### config.mk
export PLATFORM = sky130hd
export DESIGN_NAME = add_sub
export DESIGN_NICKNAME = d
export VERILOG_FILES = /design/src/rtl/add_sub_pkg.sv /design/src/rtl/full_adder.sv /design/src/rtl/add_sub.sv
export SDC_FILE = /design/constraint.sdc
export NUM_CORES = 1
export LEC_CHECK = 0
export CAP_MARGIN = 40
export CORE_MARGIN = 5
export CORE_UTILIZATION = 32
export DETAILED_ROUTE_END_ITERATION = 6
export DONT_BUFFER_PORTS = 1
export PLACE_DENSITY = 0.58
export REMOVE_ABC_BUFFERS = 1
export SYNTH_ARGS = -nofsm -noshare
export SYNTH_HDL_FRONTEND = slang
export SYNTH_SLANG_ARGS = --single-unit
### constraint.sdc
create_clock -name clk -period 0.8 [get_ports clk]
set_input_delay 0.04 -clock clk [delete_from_list [all_inputs] [get_ports clk]]
set_output_delay 0.04 -clock clk [all_outputs]
set_load 0.05 [all_outputs]
### src/rtl/add_sub_pkg.sv
// Shared constants for the add_sub block: mode encodings and the default operand width.
package add_sub_pkg;

  localparam logic MODE_ADD = 1'b0;
  localparam logic MODE_SUB = 1'b1;

  localparam int unsigned WIDTH_DEFAULT = 4;

endpackage

### src/rtl/full_adder.sv
// One-bit full adder; the ripple-carry cell of add_sub.
module full_adder (
  input  logic a,
  input  logic b,
  input  logic cin,
  output logic s,
  output logic cout
);

  always_comb begin
    s    = a ^ b ^ cin;
    cout = (a & b) | (cin & (a ^ b));
  end

endmodule

### src/rtl/add_sub.sv
// Registered ripple-carry adder/subtractor with carry, signed overflow and zero flags.
module add_sub
  import add_sub_pkg::*;
#(
  parameter int unsigned WIDTH = WIDTH_DEFAULT
) (
  input  logic             clk,
  input  logic             rst,
  input  logic [WIDTH-1:0] a,
  input  logic [WIDTH-1:0] b,
  input  logic             mode,
  input  logic             in_valid,
  output logic [WIDTH-1:0] sum,
  output logic             carry,
  output logic             overflow,
  output logic             zero,
  output logic             out_valid
);

  logic             is_sub;
  logic [WIDTH-1:0] b_eff;
  logic [WIDTH:0]   chain;
  logic [WIDTH-1:0] result;

  logic [WIDTH-1:0] sum_q, sum_d;
  logic             carry_q, carry_d;
  logic             overflow_q, overflow_d;
  logic             zero_q, zero_d;
  logic             out_valid_q, out_valid_d;

  // Subtract is A + ~B + 1: invert B and inject the +1 as the chain's carry-in.
  always_comb begin
    is_sub   = (mode == MODE_SUB);
    b_eff    = b ^ {WIDTH{is_sub}};
    chain[0] = is_sub;
  end

  for (genvar i = 0; i < WIDTH; i++) begin : g_chain
    full_adder u_fa (
      .a    (a[i]),
      .b    (b_eff[i]),
      .cin  (chain[i]),
      .s    (result[i]),
      .cout (chain[i+1])
    );
  end

  always_comb begin
    sum_d       = sum_q;
    carry_d     = carry_q;
    overflow_d  = overflow_q;
    zero_d      = zero_q;
    out_valid_d = in_valid;
    if (in_valid) begin
      sum_d      = result;
      carry_d    = chain[WIDTH];
      overflow_d = chain[WIDTH] ^ chain[WIDTH-1];
      zero_d     = (result == '0);
    end
  end

  always_ff @(posedge clk or posedge rst) begin
    if (rst) begin
      sum_q       <= '0;
      carry_q     <= 1'b0;
      overflow_q  <= 1'b0;
      zero_q      <= 1'b0;
      out_valid_q <= 1'b0;
    end else begin
      sum_q       <= sum_d;
      carry_q     <= carry_d;
      overflow_q  <= overflow_d;
      zero_q      <= zero_d;
      out_valid_q <= out_valid_d;
    end
  end

  always_comb begin
    sum       = sum_q;
    carry     = carry_q;
    overflow  = overflow_q;
    zero      = zero_q;
    out_valid = out_valid_q;
  end

endmodule

* After elaboration in Yosys (flattened, before gate mapping)
Index checks and enable logic that the tools add are counted.
** Operators by class
- Bitwise gates (word level) :: 22
- Reductions and logical operators :: 1
** Operators with widths (count)
- 1-bit XOR :: 9
- 1-bit bitwise AND :: 8
- 4-bit zero test :: 1
- 1-bit bitwise OR :: 4
- 4-bit XOR :: 1
** Word-level totals
- Logic and storage cells :: 28
- Bits of input ports :: 12
- Bits in registers :: 8

* Longest topological paths before layout
Gate-level depths: netlist of the first run.
- Depth in word-level cells :: 11
- Depth in mapped cells :: 8

* By module
From an unflattened synthesis of the first run, not the netlist that was laid out.
** Second synthesis, totals
- Cell total of the unflattened synthesis :: 28
- Area, all modules :: 450.4 µm²
** Modules (own cells, without submodules)
- add_sub :: cells each 24, instances 1, area an instance 370.4 µm²
- full_adder :: cells each 1, instances 4, area an instance 20.0 µm²

* Least setup slack after synthesis of the first run
Ideal clock, no wire load.
- Path kind :: input to register
- From :: input b[0]
- To :: register overflow_q (netlist: overflow)
- Path slack :: -1.090 ns
- Stages on the path :: 8
- Data arrival time :: 1.765 ns
- Path buffers :: 0
- Cells stage by stage :: mux2_2 -> fa_1 -> inv_1 -> fa_1 -> inv_1 -> fa_1 -> xnor2_1 -> mux2_2
** Between the ends
- Cells in the longest elaborated chain, start to end :: 11
- Elaborated cells on any way between the ends :: 12
** RTL lines
- start: declaration :: RTL line add_sub.sv:10 : input logic [WIDTH-1:0] b,
- 4-bit XOR * :: RTL line add_sub.sv:34 : b_eff = b ^ {WIDTH{is_sub}};
- 1-bit XOR :: RTL line full_adder.sv:12 : cout = (a & b) | (cin & (a ^ b));
- 1-bit bitwise AND :: RTL line full_adder.sv:12
- 1-bit bitwise OR * :: RTL line full_adder.sv:12
- 1-bit bitwise AND * :: RTL line full_adder.sv:12
- 1-bit bitwise OR * :: RTL line full_adder.sv:12
- 1-bit bitwise AND * :: RTL line full_adder.sv:12
- 1-bit bitwise OR * :: RTL line full_adder.sv:12
- 1-bit bitwise AND * :: RTL line full_adder.sv:12
- 1-bit bitwise OR * :: RTL line full_adder.sv:12
- named net g_chain[3].u_fa.cout :: RTL line full_adder.sv:7 : output logic cout
- 1-bit XOR * :: RTL line add_sub.sv:57 : overflow_d = chain[WIDTH] ^ chain[WIDTH-1];
- end signal: assignment :: RTL line add_sub.sv:72 : overflow_q <= overflow_d;
- end: declaration :: RTL line add_sub.sv:27 : logic overflow_q, overflow_d;
Mark *: on every way through the listed nets, which the timed path passes. The rest lies on a longest branch.
A chain may end at the register's enable or synchronous reset.

* Worst setup path after layout of the first run
Same ends and word-level chain as after synthesis.

==> results.toml, run 1 <==
[setup_path]
cp.required_ps = 930
critPathMaxStageDelay_ps = 340
cpMaxStageDelayCell = "fa_2"
cpMostUsedCell = "fa_2"
end_kind = "register"
crit-reg2reg-capture = "carry"
arrival_ps = 1680
r2r_setup_slack_ps = 30
r2r-start = "carry"
rr_worst_depth = 1
critPathMaxFanout = 2
startpoint = "b[0]"
crit_chain = "mux2_4 > fa_2 > inv_2 > fa_2 > inv_2 > fa_2 > xnor2_1 > mux2_2"
startpoint_type = "primary input"
setup.worst_path.end = "overflow"
path_class = "primary input to register"

[clock_tree]
path_clk_slew_ps = 50
cts_tree = "built"
h-tree-depth = 1
cts.sink_count = 8
cts_buffers = 3
clock_latency_ps = 240
root_buffer = "clkbuf_4"
clockBufferDepth = 2

[final_layout]
antennaDiodeCount = 0
drive_gt1_share_pct = 62.22
synthToLayoutAreaGrowth_pct = 43.63
fin_util_pct = 48.75
fin_nets = 62

[global_route]
grt_overflow_total = 0
antenna_found_initial = 0
grt_pass1_wl_mm = 1.262
grt_max_degree = 10
track_usage_pct = 8.648
grt_pass1_vias = 317

[timing]
fin_ws_ps = -745.8
timing.hold.ws_ps = 93.80
fmax_mhz = 646.9
worst_slew_pin_slew_ps = 483.7
finalHoldViolations = 0
setup_viol = 14
skew_ps = 0
final.period_utilization_pct = 193.2
fin_setup_tns_ps = -3480
grt_setup_unrepaired = "yes"
slew_headroom_pct = 67.75
post-route-min-period_ps = 1546
maxSlewViolCount = 0

[drt]
routed_wirelength_um = 842
antenna_left = 0
avgViaCountPerCell = 4.533
dr.pass1.iters = 4
drc_errors = 0
drt_iter0_drc = 4
num_vias = 272
wl_per_cell_um = 14.03

[yosys]
yosysTopAreaCell = "dfrtp_1"
syn_inst = 31
avgSynthCellArea_um2 = 14.25
synth_top_area_share_pct = 45.33
ys_types = 11
netlist_top_cells_area = "dfrtp_1 (45%), mux2_2 (15%), fa_1 (14%)"
netlist_area_um2 = 441.7
yosys_register_bits = 8
ys_seq_area_share_pct = 45.33
yosysWarnings = 0

[die]
io_pins = 20
initial_core_util_pct = 33.94
die_h_um = 47.15
core_um2 = 1301
fp.dieArea_um2 = 2223
num_rows = 13
die_w_um = 47.15

[outcome]
status = "finished with violations"
violations = "negative setup slack"

[place]
finalWeightedCongestion = 0.6318
hpwl_um = 678.5
port_buffers = 0

[flow_run]
drv_cap = 0

[power_and_ir_drop]
powerDensity_nw_per_um2 = 2605
power_leakage_nw = 0.3003
vdd_drop_max_v = 0.001365

[worst_hold_path]
min_path_type = "primary input to register"
-- cells in the mapped netlist --
cell / number
dfrtp_1: 8
o21a_1: 1
buf_6: 1
fa_1: 3
xnor2_1: 2
nand2b_2: 1
nand2_4: 1
o41ai_2: 1
inv_1: 4
xor2_1: 3
mux2_2: 6
-- repair_timing --
item | 4_1_cts | 5_1_grt
gates resized for setup | 14 | 3
hold buffers | 2 | 0
hold endpoints to repair | 16 | 0
buffers inserted | 1 | 0
setup endpoints to repair | 14 | 15
pin swaps | 1 | 1
-- stage by stage --
| stage | setup WS (ps) | cell area, µm² | total power [mW] | std cells |
|---|---|---|---|---|
| after floorplan | -1090 | 430.4 | 1.038 | 30 |
| after global routing | -784.3 | 634.4 | 1.735 | 60 |
| final | -745.8 | 634.4 | 1.652 | 60 |
| after detailed placement | -1137 | 529.3 | 1.243 | 54 |
| after global placement | -1104 | 529.3 | 1.229 | 54 |
| after CTS | -742.1 | 620.6 | 1.667 | 60 |
-- layout by cell type (no fill, tap or decap) --
master / netlist / routed
fa_2: 0 / 3
xor2_2: 0 / 1
dfrtp_1: 8 / 8
buf_12: 0 / 1
inv_1: 4 / 2
mux2_2: 6 / 3
dlymetal6s4s_1: 0 / 1
o21a_1: 1 / 1
dlygate4sd3_1: 0 / 1
nand2b_2: 1 / 1
mux2_4: 0 / 3
buf_6: 1 / 7
nand2_4: 1 / 1
inv_2: 0 / 2
xor2_1: 3 / 2
o41ai_2: 1 / 1
clkbuf_4: 0 / 3
xnor2_1: 2 / 2
buf_4: 0 / 2
-- per-layer routing --
metal,wire [µm],track usage [%],up-vias
met5,0,0,-
met1,317,8.076,132
met3,87,4.215,0
met2,438,15.18,13
met4,0,4.972,0
li1,-,-,127
-- power by group --
| group | internal (mW) | switching (mW) | leakage, nW |
|---|---|---|---|
| Sequential | 0.490 | 0.0584 | 0.0950 |
| Combinational | 0.348 | 0.460 | 0.191 |
| Clock | 0.171 | 0.125 | 0.0138 |
-- critical path, delay by kind of cell --
family	cells	cell delay [ps]
xor gates and xnor gates	1	130
adders and majority gates	3	870
buffers and inverters	2	100
muxes	2	540
-- cell families after synthesis --
logic type	after synthesis	synth area share (%)
AOI/OAI and AO/OA	2	5.384
muxes	6	15.30
and+or+nand+nor	2	4.533
xor gates and xnor gates	5	9.917
adders and majority gates	3	13.60
DFF	8	45.33
buffers and inverters	5	5.948
-- registers in the layout (all words and copies together) (netlist names) --
name / cells
sum: 4
out_valid: 1
carry: 1
overflow: 1
zero: 1
-- worst min-delay path by stage --
stage / endpoint / slack, ps / start / depth (start not counted)
finish: zero / 90 / b[0] / 2
global route: zero / 90 / b[0] / 2
CTS: zero / 90 / b[0] / 2
detailed placement: sum[0] / -110 / rst / 1
global placement: sum[3] / -120 / rst / 1
floorplan: carry / -140 / rst / 1
-- layout make-up --
type                       instances  area, µm²
tap                               15      18.77
clock buffer                       3      22.52
fill                             141      666.9
timing repair buffer              12      136.4
multi-input combinational         18      241.5
sequential                         8      200.2
inverter                           4      15.01
Note: power is estimated with default switching activity, not from simulation.
==> inputs of run 2 (changes only) <==
--- a/config.mk
+++ b/config.mk
@@ -5,12 +5,12 @@
 export SDC_FILE = /design/constraint.sdc
 export NUM_CORES = 1
 export LEC_CHECK = 0
+export BUFFER_PORTS_ARGS = -buffer_cell sky130_fd_sc_hd__buf_2
 export CAP_MARGIN = 40
 export CORE_MARGIN = 5
 export CORE_UTILIZATION = 32
 export DETAILED_ROUTE_END_ITERATION = 6
-export DONT_BUFFER_PORTS = 1
-export PLACE_DENSITY = 0.58
+export PLACE_DENSITY = 0.71
 export REMOVE_ABC_BUFFERS = 1
 export SYNTH_ARGS = -nofsm -noshare
 export SYNTH_HDL_FRONTEND = slang
==> run 2 against run 1 <==
Net effect:
- the flow still finishes with violations (negative setup slack)
- clock power about the same
- setup slack got worse by 100 ps
- critical path depth grew 1
- wire length is 0.24% lower
- critical endpoint unchanged
- largest power group unchanged
==> results.toml, run 2 (synthesis gave the netlist of run 1 again) <==
[setup_path]
critical-path-top-delay-family = "adder cells"
setup.worst_path.end = "overflow"
critPathMaxStageDelay_ps = 340
cpMaxStageDelayCell = "fa_2"
cp.required_ps = 930
path_class = "primary input to register"
cpMostUsedCell = "fa_2"
critPathMaxFanout = 2
crit-reg2reg-capture = "sum[3]"
startpoint_type = "primary input"
end_kind = "register"
critPathBufInv = 3
r2r_setup_slack_ps = 30
r2r-start = "sum[3]"
crit_chain = "buf_6 > mux2_4 > fa_2 > inv_2 > fa_2 > inv_2 > fa_2 > xnor2_1 > mux2_4"
rr_worst_depth = 1
arrival_ps = 1780
startpoint = "b[0]"
critical_path_depth = 9

[clock_tree]
cts_buffers = 3
cts.sink_count = 8
h-tree-depth = 1
clockBufferDepth = 2
cts_tree = "built"
clock_latency_ps = 240
path_clk_slew_ps = 50
root_buffer = "clkbuf_4"

[final_layout]
synthToLayoutAreaGrowth_pct = 60.06
mostFrequentLayoutCells = "buf_6 (10), buf_2 (9), dfrtp_1 (8)"
drive_gt1_share_pct = 71.19
final_common_cell = "buf_6"
largest_reg_flops = 4
design_area_um2 = 706.9
antennaDiodeCount = 0
fin_nets = 76

[global_route]
grt_overflow_total = 0
track_usage_pct = 10.46
grt_pass1_vias = 364
grt_pass1_wl_mm = 1.538
grt_max_degree = 10
antenna_found_initial = 0

[die]
initial_core_util_pct = 33.94
fp.dieArea_um2 = 2223
core_um2 = 1301
num_rows = 13
die_w_um = 47.15
die_h_um = 47.15
io_pins = 20

[flow_run]
drv_cap = 0

[timing]
timing.hold.ws_ps = 46.90
grt_setup_unrepaired = "yes"
setup_viol = 14
skew_ps = 0
maxSlewViolCount = 0
fmax_mhz = 606.5
fin_setup_tns_ps = -4038
finalHoldViolations = 0
post-route-min-period_ps = 1649
fin_ws_ps = -848.8
slew_headroom_pct = 79.80
worst_slew_pin_slew_ps = 302.7
final.period_utilization_pct = 206.1

[drt]
num_vias = 325
drt_iter0_drc = 2
routed_wirelength_um = 840
route.top_layer_used = "met3"
drc_errors = 0
met3RoutedLength_um = 78
wl_met1_um = 312
dr.pass1.iters = 2
antenna_left = 0
avgViaCountPerCell = 4.392
wl_per_cell_um = 11.35
dr_wl_met2_um = 449

[power_and_ir_drop]
vdd_drop_max_v = 0.001700
powerDensity_nw_per_um2 = 2413
power_leakage_nw = 0.3535

[place]
port_buffers = 19
dpl-instance-area_um2 = 574.3
finalWeightedCongestion = 0.6887
preCtsSetupSlack_ps = -1262
hpwl_um = 662.5

[worst_hold_path]
min_path_type = "primary input to register"

[outcome]
status = "finished with violations"
violations = "negative setup slack"
## run 2: changes by cell type in the layout (fill, tap and decap cells not counted), sizes merged
| cell | change |
|---|---|
| buf | +15 |
| dlymetal6s4s | -1 |
## run 2: through the flow
stage                     util (%)  instances  power (mW)
after floorplan                  -         30       1.038
after global placement       44.13         68       1.218
after detailed placement     44.13         68       1.229
after CTS                    54.33         74       1.740
after global routing         54.33         74       1.836
final                        54.33         74       1.706
## run 2: area by class of cell
cell class / instances / area (µm²)
Fill cell: 122 / 594.3
Multi-Input combinational cell: 18 / 237.7
Timing Repair Buffer: 26 / 212.7
Sequential cell: 8 / 200.2
Clock buffer: 3 / 22.52
Tap cell: 15 / 18.77
Inverter: 4 / 15.01
## run 2: how the worst min path moves through the flow
stage               startpoint         to  slack (ps)  cells past startpoint
floorplan                  rst      carry        -140                      1
global placement           rst   overflow          -7                      2
detailed placement         rst      carry          -2                      2
CTS                   in_valid  out_valid          40                      1
global route          in_valid  out_valid          20                      1
finish                in_valid  out_valid          50                      1
## run 2: routing by layer
metal	track usage, %	vias up
met3	7.280	0
met1	11.43	157
met2	16.26	12
li1	-	156
met5	0	-
met4	3.315	0
## run 2: power breakdown
part / leakage [nW] / internal [mW] / switching, mW
combinational: 0.245 / 0.386 / 0.476
clock: 0.0138 / 0.171 / 0.124
sequential: 0.0950 / 0.491 / 0.0587
total: 0.354 / 1.05 / 0.658
## run 2: timing repair
| action | 4_1_cts | 5_1_grt |
|---|---|---|
| buffers inserted | 2 | 0 |
| hold endpoints to repair | 8 | 0 |
| pin swaps | 2 | 0 |
| endpoints found under the setup margin | 14 | 14 |
| resized for setup | 27 | 0 |
| hold buffers | 1 | 0 |
==> inputs of run 3 (changes only) <==
--- a/config.mk
+++ b/config.mk
@@ -5,12 +5,13 @@
 export SDC_FILE = /design/constraint.sdc
 export NUM_CORES = 1
 export LEC_CHECK = 0
+export ABC_AREA = 1
 export BUFFER_PORTS_ARGS = -buffer_cell sky130_fd_sc_hd__buf_2
 export CAP_MARGIN = 40
 export CORE_MARGIN = 5
 export CORE_UTILIZATION = 32
 export DETAILED_ROUTE_END_ITERATION = 6
-export PLACE_DENSITY = 0.71
+export PLACE_DENSITY = 0.7
 export REMOVE_ABC_BUFFERS = 1
 export SYNTH_ARGS = -nofsm -noshare
 export SYNTH_HDL_FRONTEND = slang
==> run 3 against run 2 <==
Net effect:
- the run still ends with negative setup slack left
- area after synthesis up 10%
- via count rose by 53%
- clock-buffer cell count did not move
- largest cell class unchanged
==> results.toml, run 3 <==
[global_route]
grt_max_degree = 9
grt_pass1_wl_mm = 2.152
grt_overflow_total = 0
grt_pass1_vias = 522
antenna_found_initial = 0
track_usage_pct = 11.36

[clock_tree]
cts_tree = "built"
cts.sink_count = 8
root_buffer = "clkbuf_4"
h-tree-depth = 1
path_clk_slew_ps = 50
clockBufferDepth = 2
cts_buffers = 3
clock_latency_ps = 250

[yosys]
ys_seq_area_share_pct = 41.03
synth_top_area_share_pct = 41.03
netlist_area_um2 = 488.0
synth-edff-count = 0
netlist_top_cells_count = "nand2_1 (29), dfrtp_1 (8), inv_1 (6)"
yosysMostFrequentCell = "nand2_1"
yosys_register_bits = 8
yosysWarnings = 0
ys.flop_type = "dfrtp_1"
ys_types = 15
syn_inst = 60
avgSynthCellArea_um2 = 8.133
async_flop_share_pct = 100.0
netlist_top_cells_area = "dfrtp_1 (41%), nand2_1 (22%), fa_1 (12%)"
yosysTopAreaCell = "dfrtp_1"

[timing]
post-route-min-period_ps = 1566
maxSlewViolCount = 0
setup_viol = 14
grt_setup_unrepaired = "yes"
finalHoldViolations = 0
worst_slew_pin_slew_ps = 304.3
slew_headroom_pct = 79.69
fmax_mhz = 638.4
fin_ws_ps = -766.4
skew_ps = 0
final.period_utilization_pct = 195.8

[die]
num_rows = 14
initial_core_util_pct = 33.16
die_w_um = 49.05
io_pins = 20
core_um2 = 1471
fp.dieArea_um2 = 2406
die_h_um = 49.05

[drt]
drt_iter0_drc = 8
wl_per_cell_um = 11.27
routed_wirelength_mm = 1.273
num_vias = 498
dr.pass1.iters = 4
avgViaCountPerCell = 4.407
drc_errors = 0
antenna_left = 0

[final_layout]
final_common_cell = "nand2_1"
mostFrequentLayoutCells = "nand2_1 (27), buf_4 (13), buf_6 (12)"
design_area_um2 = 865.8
fill_cells = 139
instances_no_fill = 113
synthToLayoutAreaGrowth_pct = 77.44
largest_reg_flops = 4
fin_nets = 114
antennaDiodeCount = 0
fin_util_pct = 58.84
drive_gt1_share_pct = 54.64

[outcome]
status = "finished with violations"
violations = "negative setup slack"

[power_and_ir_drop]
powerDensity_nw_per_um2 = 1953
p_total_mw = 1.691
power_leakage_nw = 0.4660
vdd_drop_max_v = 0.0006767

[flow_run]
drv_cap = 0

[place]
post-place-cells = 100
hpwl_um = 872.8
dpl-instance-area_um2 = 636.9
preCtsSetupSlack_ps = -1142
finalWeightedCongestion = 0.7013
port_buffers = 19

[setup_path]
arrival_ps = 1700
startpoint_type = "primary input"
critPathMaxFanout = 2
path_class = "primary input to register"
cp.required_ps = 940
end_kind = "register"

[worst_hold_path]
min_path_type = "primary input to register"
## run 3: cell types whose count changed after synthesis, sizes merged
cell and change:
inv +4, mux2 -6, nand2 +30, nand2b -1, nand3 +1, nor3 +1, o21ai +2, o41ai -1
xnor2 -1
## run 3: cells by family (layout without fill, tap and decap cells)
kind of cell               Yosys count  count (layout)  share of synthesized area, %
adders and majority gates            3               3                         12.31
DFF                                  8               8                         41.03
xor gates and xnor gates             4               4                         7.181
AOI/OAI and AO/OA                    3               3                         3.588
and+or+nand+nor                     33              33                         26.92
buffers and inverters                9              46                         8.974
## run 3: what timing repair did
| item | 4_1_cts | 5_1_grt |
|---|---|---|
| hold buffers | 2 | 0 |
| pin swaps | 11 | 11 |
| buffers inserted | 4 | 4 |
| endpoints found under the hold margin | 9 | 0 |
| endpoints found under the setup margin | 14 | 14 |
| gates resized for setup | 29 | 11 |
| gates cloned | 0 | 0 |
## run 3: layout make-up
cell class,instances,area [µm²],area share [%]
Tap cell,16,20.02,2.312
Multi-Input combinational cell,43,292.8,33.82
Clock buffer,3,22.52,2.601
Timing Repair Buffer,35,292.8,33.82
Inverter,8,37.54,4.335
Sequential cell,8,200.2,23.12
## run 3: worst paths after layout
check                          from       end  slack, ps  cells after the start
setup / recovery               b[1]      zero       -770                     10
hold / removal             in_valid    sum[1]         90                      3
setup reg to reg             sum[2]    sum[2]          0                      2
hold reg to reg            overflow  overflow        510                      2
max in group asynchronous       rst  overflow        290                      3
min in group asynchronous       rst      zero        280                      3
## run 3: report_power, final
group	total (mW)	leakage, nW	switching (mW)	internal (mW)
clock network	0.300	0.0138	0.129	0.171
registers	0.517	0.0970	0.0451	0.472
logic	0.874	0.355	0.482	0.392
total	1.69	0.466	0.656	1.04
## run 3: metrics by stage
step / TNS [ps] / hold WS, ps
6_report: -3430 / 90.08
5_1_grt: -4035 / 122.5
3_5_place_dp: -5131 / 3.243
4_1_cts: -3627 / 93.05
2_1_floorplan: -3903 / -144.3
3_3_place_gp: -4882 / -11.71
## run 3: layer usage
metal	vias to the layer above	global-route usage (%)	part of all wire (%)
li1	249	-	-
met1	225	12.76	37
met3	4	2.752	7.4
met4	0	5.381	1.6
met5	-	0	0
met2	20	19.78	53
## run 3: worst max-delay path: stages
cell	delay [ps]
buf_6	90
xor2_2	170
fa_2	400
inv_2	60
fa_2	200
inv_2	40
fa_2	540
nor3_2	50
nand2_1	60
nand2_1	50
